[config.mk]
export PLATFORM = sky130hd
export DESIGN_NAME = sipo_deserializer
export DESIGN_NICKNAME = d
export VERILOG_FILES = /design/src/rtl/sipo_pkg.sv /design/src/rtl/sipo_bit_counter.sv /design/src/rtl/sipo_deserializer.sv
export SDC_FILE = /design/constraint.sdc
export NUM_CORES = 1
export LEC_CHECK = 0
export BUFFER_PORTS_ARGS = -buffer_cell sky130_fd_sc_hd__buf_4
export CAP_MARGIN = 30
export CELL_PAD_IN_SITES_DETAIL_PLACEMENT = 1
export CELL_PAD_IN_SITES_GLOBAL_PLACEMENT = 1
export CORE_MARGIN = 3
export CORE_UTILIZATION = 41
export DETAILED_ROUTE_END_ITERATION = 7
export PLACE_DENSITY = 0.89
export SKIP_LAST_GASP = 1
export SLEW_MARGIN = 10
export SYNTH_ARGS = -nofsm -noshare
export SYNTH_HDL_FRONTEND = slang
export SYNTH_SLANG_ARGS = --single-unit
[constraint.sdc]
create_clock -name clk -period 2.9 [get_ports clk]
set_clock_uncertainty 0.1 [all_clocks]
set_input_delay 0.58 -clock clk [delete_from_list [all_inputs] [get_ports clk]]
set_output_delay 0.58 -clock clk [all_outputs]
set_load 0.005 [all_outputs]
[src/rtl/sipo_pkg.sv]
`default_nettype none
// ============================================================================
// Module      : sipo_pkg
// Description : Shared types and constants for the SIPO deserializer.
//               Holds the receive FSM state encoding, the output
//               holding-register state encoding and the default word width.
// Revision    : 1.0 - initial release
// ============================================================================
package sipo_pkg;

  // Default parallel word width in bits.
  localparam int DEFAULT_WIDTH = 8;

  // Receive FSM: IDLE when no bits of the current word have been taken,
  // SHIFT while a partial word is being assembled.
  typedef enum logic [0:0] {
    RX_IDLE  = 1'b0,
    RX_SHIFT = 1'b1
  } rx_state_e;

  // One-word output holding register occupancy.
  typedef enum logic [0:0] {
    HOLD_EMPTY = 1'b0,
    HOLD_FULL  = 1'b1
  } hold_state_e;

endpackage : sipo_pkg
`default_nettype wire

[src/rtl/sipo_bit_counter.sv]
`default_nettype none
// ============================================================================
// Module      : sipo_bit_counter
// Description : Counts accepted serial bits within one word. Increments on
//               each accepted bit, wraps from WIDTH-1 to 0 on the word's
//               final bit, and reloads to 1 when a frame marker arrives
//               (the marked bit is the first bit of a fresh word).
// Ports       : clk   - clock, rising edge
//               reset - synchronous active-high reset
//               inc   - a bit is accepted this cycle
//               sync  - frame marker, honoured only together with inc
//               count - bits accepted so far in the current word
//               last  - count == WIDTH-1 (next accepted bit ends the word)
// Revision    : 1.0 - initial release
// ============================================================================
module sipo_bit_counter
  import sipo_pkg::*;
#(
  parameter  int WIDTH = DEFAULT_WIDTH,
  localparam int CNT_W = $clog2(WIDTH + 1)
) (
  input  logic             clk,
  input  logic             reset,
  input  logic             inc,
  input  logic             sync,
  output logic [CNT_W-1:0] count,
  output logic             last
);

  logic [CNT_W-1:0] count_q;
  logic [CNT_W-1:0] count_d;

  assign last  = (count_q == CNT_W'(WIDTH - 1));
  assign count = count_q;

  always_comb begin
    count_d = count_q;
    if (inc) begin
      // A frame marker wins over the wrap: the marked bit starts a word.
      if (sync) begin
        count_d = CNT_W'(1);
      end else if (last) begin
        count_d = '0;
      end else begin
        count_d = count_q + CNT_W'(1);
      end
    end
  end

  always_ff @(posedge clk) begin
    if (reset) begin
      count_q <= '0;
    end else begin
      count_q <= count_d;
    end
  end

endmodule : sipo_bit_counter
`default_nettype wire

[src/rtl/sipo_deserializer.sv]
`default_nettype none
// ============================================================================
// Module      : sipo_deserializer
// Description : Serial-in / parallel-out receiver for an MSB-first serial
//               word stream. Bits are shifted in on sin_valid, words are
//               delimited by a bit counter (optionally realigned by
//               sin_sync), and each completed word is offered on a
//               valid/ready port backed by a one-word holding register.
// Ports       : clk        - clock, rising edge
//               reset      - synchronous active-high reset
//               sin        - serial data bit
//               sin_valid  - qualifies sin
//               sin_sync   - with sin_valid: current bit is a word's MSB
//               dout       - completed word, MSB = first bit received
//               dout_valid - dout holds an unconsumed word
//               dout_ready - consumer accepts dout when dout_valid is high
//               overrun    - 1-cycle pulse: completed word dropped (full)
//               frame_err  - 1-cycle pulse: sin_sync hit a partial word
//               bit_count  - bits accepted in the current partial word
// Revision    : 1.0 - initial release
// ============================================================================
module sipo_deserializer
  import sipo_pkg::*;
#(
  parameter  int WIDTH = DEFAULT_WIDTH,
  localparam int CNT_W = $clog2(WIDTH + 1)
) (
  input  logic             clk,
  input  logic             reset,
  input  logic             sin,
  input  logic             sin_valid,
  input  logic             sin_sync,
  output logic [WIDTH-1:0] dout,
  output logic             dout_valid,
  input  logic             dout_ready,
  output logic             overrun,
  output logic             frame_err,
  output logic [CNT_W-1:0] bit_count
);

  // Only the WIDTH-1 previously received bits need storing; the final bit
  // of a word is taken straight from sin when the word completes.
  logic [WIDTH-2:0] shreg_q,      shreg_d;
  rx_state_e        rx_state_q,   rx_state_d;
  hold_state_e      hold_state_q, hold_state_d;
  logic [WIDTH-1:0] dout_q,       dout_d;
  logic             overrun_q,    overrun_d;
  logic             frame_err_q,  frame_err_d;

  logic             cnt_last;
  logic [WIDTH-1:0] word;
  logic             complete;

  sipo_bit_counter #(
    .WIDTH (WIDTH)
  ) u_bit_counter (
    .clk   (clk),
    .reset (reset),
    .inc   (sin_valid),
    .sync  (sin_sync),
    .count (bit_count),
    .last  (cnt_last)
  );

  assign word     = {shreg_q, sin};
  // A marked bit always starts a new word, so it can never complete one.
  assign complete = sin_valid && !sin_sync && cnt_last;

  always_comb begin
    shreg_d      = shreg_q;
    rx_state_d   = rx_state_q;
    hold_state_d = hold_state_q;
    dout_d       = dout_q;
    overrun_d    = 1'b0;
    frame_err_d  = 1'b0;

    if (sin_valid) begin
      if (sin_sync) begin
        // Discard the partial word; this bit becomes the new MSB.
        shreg_d     = (WIDTH-1)'(sin);
        rx_state_d  = RX_SHIFT;
        frame_err_d = (rx_state_q == RX_SHIFT);
      end else begin
        shreg_d    = word[WIDTH-2:0];
        rx_state_d = cnt_last ? RX_IDLE : RX_SHIFT;
      end
    end

    if (complete) begin
      // A same-cycle handshake frees the slot for the incoming word.
      if ((hold_state_q == HOLD_EMPTY) || dout_ready) begin
        dout_d       = word;
        hold_state_d = HOLD_FULL;
      end else begin
        overrun_d = 1'b1;
      end
    end else if ((hold_state_q == HOLD_FULL) && dout_ready) begin
      hold_state_d = HOLD_EMPTY;
    end
  end

  always_ff @(posedge clk) begin
    if (reset) begin
      shreg_q      <= '0;
      rx_state_q   <= RX_IDLE;
      hold_state_q <= HOLD_EMPTY;
      dout_q       <= '0;
      overrun_q    <= 1'b0;
      frame_err_q  <= 1'b0;
    end else begin
      shreg_q      <= shreg_d;
      rx_state_q   <= rx_state_d;
      hold_state_q <= hold_state_d;
      dout_q       <= dout_d;
      overrun_q    <= overrun_d;
      frame_err_q  <= frame_err_d;
    end
  end

  assign dout       = dout_q;
  assign dout_valid = (hold_state_q == HOLD_FULL);
  assign overrun    = overrun_q;
  assign frame_err  = frame_err_q;

endmodule : sipo_deserializer
`default_nettype wire
# == Word level (Yosys, flattened, before mapping) ==
# Index checks and enable logic that the tools add are counted.
# totals
regBits,23
latch_bits,0
mem_bits_rw,0
rom_bits,0
out_inout_bits,15
word_cells,33
mem_count,0
# op_classes
add_sub_neg,1
mul,0
n_div,0
n_lt_le_gt_ge,0
n_eq_ne,2
n_shift,0
muxes,9
bitwise,4
reduce_logical,10
# ops
operator,count
$mux 4,2
$mux 7,1
$mux 1,6
$add 4x1->4 const B,1
$eq 4x3->1 const B,1
$not 1->1,4
$reduce_and 2->1,2
$logic_and 1x1->1,3
$reduce_or 3->1,1
$ne 2x1->1 const B,1
$reduce_bool 2->1,1
$reduce_or 2->1,1
$logic_not 1->1,1
$logic_or 1x1->1,1

# == Depth between registers and ports, before layout ==
# logic_depth
depth_word,5
depth_mapped,5

# == Cells and area by module ==
# Synthesis repeated with hierarchy kept, for this count alone.
# hier_totals
hier_cells,99
area_unflattened_um2,979.7
# modules_own_cells
mod,instances,cells_each,area_each_um2
sipo_deserializer,1,75,775.7
sipo_bit_counter,1,24,203.9

# == Worst setup path after synthesis ==
# OpenSTA, ideal clock, no wires.
# synth_path
path_type,in2reg
from,in sin_sync
to,reg dout_q[1] (netlist: dout[1])
arrival_time_ns,1.156
path_slack_ns,1.512
stages,3
cell_sequence,nand3b_2 o31ai_1 a21oi_1
# synth_via
elab_chain_len,4
# synth_rtl
item,line_no,source
from (decl),sipo_deserializer.sv:32,"input logic sin_sync,"
$logic_not 1->1,sipo_deserializer.sv:67,assign complete = sin_valid && !sin_sync && cnt_last;
$logic_and 1x1->1 (2 in a row),sipo_deserializer.sv:67,
$reduce_and 2->1 (no source line),n/a,
to (signal assigned),sipo_deserializer.sv:114,dout_q <= dout_d;
to (decl),sipo_deserializer.sv:46,"logic [WIDTH-1:0] dout_q, dout_d;"
# No other way between the ends.
# A chain may end at the register's enable or synchronous reset.

# == Worst setup path after layout ==
# layout_path
from,reg u_bit_counter.count_q[2] (netlist: u_bit_counter.count[2])
to,out bit_count[2]
# layout_rtl
item,line_no,source
from (decl),sipo_bit_counter.sv:30,logic [CNT_W-1:0] count_q;
from (signal assigned),sipo_bit_counter.sv:54,count_q <= count_d;
to (decl),sipo_deserializer.sv:38,output logic [CNT_W-1:0] bit_count
# No word-level cell between the ends.

==> run metrics <==
Layout Utilization=0.5361; Clock Pin Slew Worst Setup and Hold Paths=0.11 ns; met1 GRT Util=0.2151; Inserted Clock Buffers=3; post-synthesis cell count=105; WL final=2.207 mm; max-slew violations=0; final net count=128; clock tree sinks=23; Avg WL per Cell=15.01 um; GRT met2 Usage=0.2928; final period demand of the worst path=1.627 ns; Distinct cells, synth=28; Worst Tran Pin Value=0.5946 ns; Max stage delay on crit path=0.48 ns; leading area contributor after synthesis=dfxtp_1; Synth area leaders=dfxtp_1 (48%), a21oi_1 (8.4%), o31ai_1 (6.3%); Max Root-Sink Buffers=2; Largest delay share family, worst path=flip-flops; Total GRT Usage=0.1734; max cap viols=0; first-pass GRT wire length=3.650 mm; Peak Freq=0.6147 GHz; area grow syn2layout=17.52%; DIE HEIGHT=54.13 um; # Post-CTS Setup Buffers=0; GP Congestion=0.7619; Antenna Violating Nets Remaining=0; startpoint type of the worst setup path=register; CTS tree=yes; # hold bufs at CTS=0; cts repair resizes=0; number of global-route vias before repair=788; Seq cells post-synth=23; Final Cycle Share=0.5610; Boundary Pins=21; most frequent cells in the layout=dfxtp_1 (23), buf_4 (20), a21oi_1 (16); Setup CP Type=reg2out; critical path required time=2.22 ns; YS warnings=0; iteration-0 DRC count of the detailed router=29; mean post-synth cell area=9.044 sq um; WP buf/inv=1; DRC viols=0; global route hottest layer=met2; largest net degree at the start of global routing=24; Final Hold Violating Endpoints=0; n_diodes=0; unrepaired setup endpoints after global routing=no; Critical Path End Type=output port; final setup vio count=0; post-synthesis sequential area ratio=0.4848; CTS root buffer=clkbuf_4; total grt overflow=0; setup TNS=0 ns; CP Cell Sequence=buf_4; status=finished clean; Syn Std Cell Area=949.7 sq um; Port-buffer cells=20; Vias/cell=5.701; share of cells above drive strength 1=0.2000; HPWL Detailed=1.645 mm; Slowest cell on crit path=dfxtp_1; syn nets=112; site row count=16; antenna violations before repair=0; commonest non-fill, non-tap cell in the layout=dfxtp_1; M3 GR Usage=0.02770; Slew Limit Headroom=0.6028; Lkg Pwr=0.0004264 uW; top cell type's share of synthesized area=0.4848; H-tree depth=1; die footprint=2930 sq um; core area=2082 sq um; WP data arrival=0.95 ns; initial core utilization=0.4561; routed via count=838; worst skew pair latency=0.30 ns; peak supply drop=0.2016 mV; worst hold path type=reg2reg; Power Dens Cells=442.7 nW/um^2; Die X=54.13 um; DRT Pass-1 Iters=4; Worst Path Max Fanout=6
==> routing by layer <==
metal / part of all wire / vias up
met4: 0.0059 / 0
met1: 0.44 / 401
met2: 0.50 / 17
met3: 0.047 / 2
li1: - / 418
met5: 0 / -
==> power by group <==
| group | total, uW | switching, uW | leakage, uW | internal, uW |
|---|---|---|---|---|
| logic | 31.0 | 17.1 | 0.000225 | 13.9 |
| clock network | 139 | 85.4 | 0.0000150 | 53.5 |
| registers | 324 | 4.20 | 0.000186 | 320 |
| total | 494 | 107 | 0.000426 | 387 |
==> cell usage after synthesis, drive strengths merged <==
master and instances:
nand3 1, clkbuf 3, and4b 1, inv 1, nand4 8, and2b 1
ha 1, mux2i 2, and3 1, nor3 1, nor2 6, a211oi 2
nand3b 7, a21oi 16, o21ai 2, a31oi 1, nand2 7, a22oi 1
nor2b 2, a21o 1, o31ai 8, and3b 1, nand2b 2, dfxtp 23
buf 6
==> per-stage QoR <==
| step | total power, uW | instances | hold slack, ns | setup WS [ns] | instance area [sq um] |
|---|---|---|---|---|---|
| 4_1_cts | 504.4 | 147 | 0.3840 | 1.260 | 1116 |
| 5_1_grt | 525.1 | 147 | 0.4096 | 1.157 | 1116 |
| 3_5_place_dp | 362.5 | 143 | 0.3640 | 1.192 | 1090 |
| 3_3_place_gp | 361.2 | 143 | 0.3576 | 1.259 | 1090 |
| 6_report | 494.1 | 147 | 0.3847 | 1.273 | 1116 |
| 2_1_floorplan | 348.7 | 105 | 0.3413 | 1.512 | 949.7 |
==> layout make-up <==
type	count	area (sq um)
clock buffers	4	26.28
multi-input cells	72	441.7
flip-flops and latches	23	460.4
repair buffers	20	150.1
fillers	267	965.9
inverters	1	3.754
well taps	27	33.78
==> flip-flops by register name, summed over array words and instances (netlist names) <==
signal / cells
frame_err: 1
dout_valid: 1
shreg_q: 7
dout: 8
rx_state_q: 1
u_bit_counter.count: 4
overrun: 1
==> path summary, 6_finish.rpt <==
path                           from            to  slack (ns)  cells after the start
min                      shreg_q[6]    shreg_q[6]        0.38                      2
max reg2reg  u_bit_counter.count[0]       dout[2]        1.30                      4
max          u_bit_counter.count[2]  bit_count[2]        1.27                      1
min reg2reg              shreg_q[6]    shreg_q[6]        0.38                      2
==> cells by family after synthesis <==
group / synth area share
multiplexers: 0.02108
adder cells (fa/ha/maj): 0.01317
flip-flops: 0.4848
AND/OR/NAND/NOR: 0.2345
buffers and inverters: 0.05006
AO/OA/AOI/OAI: 0.1963
Power figures use the tool's default switching activity.
